**src/rtl/fir_mac_serial.sv**
```systemverilog
// rtl/fir_mac_serial.sv - serial FIR filter sharing one multiplier and one accumulator
// One sample in, NTAPS MAC cycles, one round/saturate cycle, then a held result.
module fir_mac_serial #(
  parameter int NTAPS  = 63,
  parameter int DW     = 16,
  parameter int CW     = 16,
  parameter int AW     = 40,
  parameter int OW     = 32,
  parameter int OSHIFT = 0
) (
  input  logic                     clk,
  input  logic                     rst_n,
  input  logic                     in_valid,
  output logic                     in_ready,
  input  logic signed [DW-1:0]     in_data,
  input  logic                     coef_we,
  input  logic [$clog2(NTAPS)-1:0] coef_addr,
  input  logic signed [CW-1:0]     coef_wdata,
  output logic                     out_valid,
  input  logic                     out_ready,
  output logic signed [OW-1:0]     out_data,
  output logic                     out_sat,
  output logic                     busy
);

  localparam int IW = $clog2(NTAPS);
  localparam int PW = DW + CW;
  localparam int SW = AW + 1;
  localparam logic [IW-1:0]        LAST = IW'(NTAPS - 1);
  localparam logic signed [SW-1:0] RND  = SW'((2 ** OSHIFT) / 2);
  localparam logic signed [SW-1:0] OMAX = {{(SW-OW+1){1'b0}}, {(OW-1){1'b1}}};
  localparam logic signed [SW-1:0] OMIN = {{(SW-OW+1){1'b1}}, {(OW-1){1'b0}}};

  typedef enum logic [1:0] {S_IDLE, S_MAC, S_FINAL, S_OUT} state_t;
  state_t state, state_nxt;

  logic signed [DW-1:0] dline [NTAPS];
  logic signed [CW-1:0] coef  [NTAPS];
  logic [IW-1:0]        wr_ptr;
  logic [IW-1:0]        rd_ptr;
  logic [IW-1:0]        tap;
  logic signed [AW-1:0] acc;
  logic signed [PW-1:0] prod;
  logic signed [SW-1:0] rounded;
  logic signed [SW-1:0] shifted;
  logic                 accept;
  logic                 coef_hit;
  logic                 sat_hi;
  logic                 sat_lo;

  assign accept   = in_valid && (state == S_IDLE);
  assign coef_hit = coef_we && (state == S_IDLE) && (int'(coef_addr) < NTAPS);

  // rd_ptr walks backwards from the newest sample, so tap k meets x[n-k]
  assign prod    = PW'(dline[rd_ptr]) * PW'(coef[tap]);
  assign rounded = SW'(acc) + RND;
  assign shifted = rounded >>> OSHIFT;
  assign sat_hi  = shifted > OMAX;
  assign sat_lo  = shifted < OMIN;

  always_ff @(posedge clk or negedge rst_n) begin
    if (!rst_n) begin
      state <= S_IDLE;
    end else begin
      state <= state_nxt;
    end
  end

  always_comb begin
    state_nxt = state;
    case (state)
      S_IDLE:  if (in_valid)    state_nxt = S_MAC;
      S_MAC:   if (tap == LAST) state_nxt = S_FINAL;
      S_FINAL:                  state_nxt = S_OUT;
      S_OUT:   if (out_ready)   state_nxt = S_IDLE;
      default:                  state_nxt = S_IDLE;
    endcase
  end

  always_comb begin
    in_ready  = 1'b0;
    out_valid = 1'b0;
    busy      = 1'b1;
    case (state)
      S_IDLE: begin
        in_ready = 1'b1;
        busy     = 1'b0;
      end
      S_OUT:   out_valid = 1'b1;
      default: ;
    endcase
  end

  always_ff @(posedge clk or negedge rst_n) begin
    if (!rst_n) begin
      for (int i = 0; i < NTAPS; i++) begin
        dline[i] <= '0;
        coef[i]  <= '0;
      end
      wr_ptr   <= '0;
      rd_ptr   <= '0;
      tap      <= '0;
      acc      <= '0;
      out_data <= '0;
      out_sat  <= 1'b0;
    end else begin
      if (coef_hit) begin
        coef[coef_addr] <= coef_wdata;
      end
      if (accept) begin
        dline[wr_ptr] <= in_data;
        wr_ptr        <= (wr_ptr == LAST) ? '0 : wr_ptr + IW'(1);
        rd_ptr        <= wr_ptr;
        tap           <= '0;
        acc           <= '0;
      end
      if (state == S_MAC) begin
        acc    <= acc + {{(AW-PW){prod[PW-1]}}, prod};
        tap    <= tap + IW'(1);
        rd_ptr <= (rd_ptr == '0) ? LAST : rd_ptr - IW'(1);
      end
      if (state == S_FINAL) begin
        out_sat <= sat_hi || sat_lo;
        if (sat_hi) begin
          out_data <= OMAX[OW-1:0];
        end else if (sat_lo) begin
          out_data <= OMIN[OW-1:0];
        end else begin
          out_data <= shifted[OW-1:0];
        end
      end
    end
  end

endmodule

```
**config.mk**
```make
export PLATFORM = sky130hd
export DESIGN_NAME = fir_mac_serial
export DESIGN_NICKNAME = d
export VERILOG_FILES = /design/src/rtl/fir_mac_serial.sv
export SDC_FILE = /design/constraint.sdc
export NUM_CORES = 2
export LEC_CHECK = 0
export CORE_UTILIZATION = 50
export DETAILED_ROUTE_END_ITERATION = 8
export HOLD_SLACK_MARGIN = 0.06
export PLACE_DENSITY = 0.65
export SYNTH_ARGS = -nofsm -noshare
export SYNTH_HDL_FRONTEND = slang
export SYNTH_SLANG_ARGS = --single-unit
```
**constraint.sdc**
```tcl
create_clock -name clk -period 19.37 [get_ports clk]
set_input_delay 4.8425 -clock clk [delete_from_list [all_inputs] [get_ports clk]]
set_output_delay 4.8425 -clock clk [all_outputs]
set_load 0.02 [all_outputs]
```
==> flow_metrics.env <==
export IMPL_synth_top_cell_area_share_pct=49.30
export IMPL_clock_sinks=2109
export IMPL_clk_path_buf_depth=3
export IMPL_finClkSkew_ps=51.88
export IMPL_antenna_found_initial=18
export IMPL_cpMostUsedCell="fa_1"
export IMPL_nets=7654
export IMPL_final_layout_size_suffix_gt1_share_pct=44.89
export IMPL_cts_hold_buf=0
export IMPL_netlist_instances=7336
export IMPL_post_place_cells=9814
export IMPL_die_h_um=464.7
export IMPL_h_tree_depth=4
export IMPL_finalHoldViolCount=0
export IMPL_cts_root_buf="clkbuf_16"
export IMPL_grt_pass1_wl_mm=416.5
export IMPL_yosysWarningCount=0
export IMPL_power_density_nw_per_um2=75.72
export IMPL_cp_slowest_cell="dfrtp_4"
export IMPL_seqPwrFrac_pct=49.4
export IMPL_period_share_pct=66.85
export IMPL_r2r_start="tap[0]"
export IMPL_grt_pass1_vias=66196
export IMPL_clock_fmax_mhz=77.23
export IMPL_swShare_pct=22.11
export IMPL_wl_mm=267.5
export IMPL_holdCritStartpoint="dline[844]"
export IMPL_stdcell_count=10228
export IMPL_async_flop_share_pct=100.0
export IMPL_cts_resized=0
export IMPL_r2r_end="acc[37]"
export IMPL_setup_viol=0
export IMPL_initial_core_util_pct=50.38
export IMPL_io_pins=79
export IMPL_clkTransAtPathRegs_ps=60
export IMPL_synthFlopType="dfrtp_1"
export IMPL_critPathKind="reg2reg"
export IMPL_fillers=16997
export IMPL_synth_edf_count=0
export IMPL_min_path_cells=1
export IMPL_drv_cap=0
export IMPL_reg2reg_depth=37
export IMPL_postRouteAntennaNets=0
export IMPL_setup_slack_ps=6422
export IMPL_syn_nets=7775
export IMPL_maxSlewHeadroom_pct=9.335
export IMPL_grt_remaining_overflow=0
export IMPL_worst_setup_path_start_kind="flip-flop"
export IMPL_grtUsageTotal_pct=25.42
export IMPL_violations="design-rule violations"
export IMPL_avgRoutedWirePerCell_um=26.15
export IMPL_p_int_w=0.006950
export IMPL_peakVddDrop_mv=0.1001
export IMPL_post_route_min_period_ps=12950
export IMPL_core_area_um2=212500
export IMPL_post_cts_buffers=0
export IMPL_drc=10
export IMPL_drtIter0Drc=4489
export IMPL_ys_top_cells_by_area="dfrtp_1 49%, mux2_2 21%, mux4_2 13%"
export IMPL_required_ps=20080
export IMPL_synth_seq_cells=2109
export IMPL_syn_area_per_cell_um2=14.59
export IMPL_cp_data_arrival_time_ps=13660
export IMPL_hold_end="dline[844]"
export IMPL_worst_slew_pin_slew_ps=1357
export IMPL_die_area_um2=216000
export IMPL_synth_cell_types=78
export IMPL_synth_area_leader_cell="dfrtp_1"
export IMPL_fin_setup_tns_ps=0
export IMPL_first_pass_iters=7
export IMPL_hp_class="reg2reg"
export IMPL_clk_latency_ps=880
export IMPL_rows=169
export IMPL_routed_via_density=6.004
export IMPL_switchingPower_w=0.001973
export IMPL_place_ws_ps=6470
export IMPL_portBuffers=78
export IMPL_dp_hpwl_mm=164.9
export IMPL_pwr_share_clk_pct=48.6
export IMPL_area_growth_pct=10.07
export IMPL_slew_violations=0
export IMPL_p_leak_nw=57.18
export IMPL_syn_cell_area_um2=107100
export IMPL_outcome="complete, but fails checks"
export IMPL_crit_path_end_kind="flip-flop"
export IMPL_grt_max_degree=192
export IMPL_die_x_um=464.7
export IMPL_ys_seq_area_share_pct=49.30
export IMPL_r2r_slack_ps=6420
export IMPL_max_stage_delay_ps=920
export IMPL_place_congestion=0.8733
export IMPL_num_vias=61404
export IMPL_p_comb_share_pct=2.0
export IMPL_rsz0062_at_grt="no"
export IMPL_cp_max_fo=83
export IMPL_cts_tree="built"
export IMPL_cts_buffers=220
## cells by family (layout without fill, tap and decap cells)
logic type / after synthesis / in the layout / share of synthesized area [%]
buf+inv: 931 / 996 / 3.519
compound gates: 347 / 347 / 2.120
xor+xnor: 59 / 59 / 0.4955
flops: 2109 / 2109 / 49.30
simple gates: 778 / 778 / 3.129
fa+ha+maj: 396 / 396 / 6.472
mux: 2716 / 2716 / 34.97
other cells: 0 / 6 / 0
## power groups by stage
stage	clock network [W]	logic (W)	registers [W]
after floorplan	0	0.0000508	0.00449
final	0.00434	0.000178	0.00441
after CTS	0.00443	0.000183	0.00441
after global routing	0.00461	0.000201	0.00440
after detailed placement	0	0.000183	0.00449
after global placement	0	0.000178	0.00449
## worst max path at each step
stage          cells past startpoint    from  endpoint  slack (ps)
6_report                          37  tap[0]   acc[37]        6420
5_1_grt                           37  tap[0]   acc[33]        5580
4_1_cts                           37  tap[0]   acc[37]        6380
3_5_place_dp                      37  tap[0]   acc[37]        6470
3_3_place_gp                      37  tap[0]   acc[37]        6600
2_1_floorplan                     38  tap[1]   acc[39]        9420
## metrics by stage
step	area, µm²	hold slack, ps	total power, W	util (%)
finish	117800	498.5	0.008923	55.45
global route	117800	508.1	0.009210	55.45
CTS	117800	501.7	0.009019	55.45
detailed placement	110300	487.7	0.004669	51.91
global placement	110300	481.8	0.004664	51.91
floorplan	107100	473.9	0.004538	-
## cell usage after synthesis, types with 37 or more instances
cell,instances
nor2_1,305
clkbuf_1,434
buf_2,68
buf_1,61
mux2i_1,59
o21ai_0,92
a21oi_1,85
mux2_2,2042
a21o_1,37
fa_1,263
nand2_1,302
ha_1,133
xnor2_1,41
dfrtp_1,2109
inv_1,322
mux4_2,615
## critical path, delay by kind of cell (launching register included)
| kind | cells | cell delay, ps |
|---|---|---|
| compound gates | 13 | 3920 |
| buf+inv | 6 | 1390 |
| xor+xnor | 1 | 140 |
| fa+ha+maj | 8 | 3670 |
| flops | 1 | 920 |
| mux | 3 | 1480 |
| simple gates | 6 | 990 |
## metal layers
metal,track usage (%),routed length [µm],up-vias
li1,-,-,26112
met1,35.68,118600,33529
met2,40.94,128200,1358
met3,3.896,12450,397
met4,7.812,8215,8
met5,0,54,-
## placed cells by master (no fill, tap or decap), types with 52 or more instances in the layout
master,instances
dfrtp_1,2098
mux2_2,2042
mux4_2,615
inv_1,322
nand2_1,302
nor2_1,272
fa_1,263
clkbuf_16,223
buf_4,166
ha_1,132
o21ai_0,90
a21oi_1,85
mux2i_1,59
clkbuf_1,52
## registers in the layout (all words and copies together), names as in the netlist
register	cells
coef	1008
dline	1008
acc	40
out_data	32
rd_ptr	6
tap	6
wr_ptr	6
state	2
out_sat	1
## layout make-up
| class | count | area [µm²] | area share (%) |
|---|---|---|---|
| Timing Repair Buffer | 255 | 2105 | 1.786 |
| Inverter | 333 | 1250 | 1.061 |
| Sequential cell | 2109 | 52810 | 44.81 |
| Tap cell | 2821 | 3530 | 2.995 |
| Clock buffer | 325 | 6464 | 5.485 |
| Multi-Input combinational cell | 4296 | 50620 | 42.96 |
| Antenna cell | 6 | 15.01 | 0.01274 |
| Clock inverter | 83 | 1047 | 0.8887 |
Note: power is estimated with default switching activity, not from simulation.
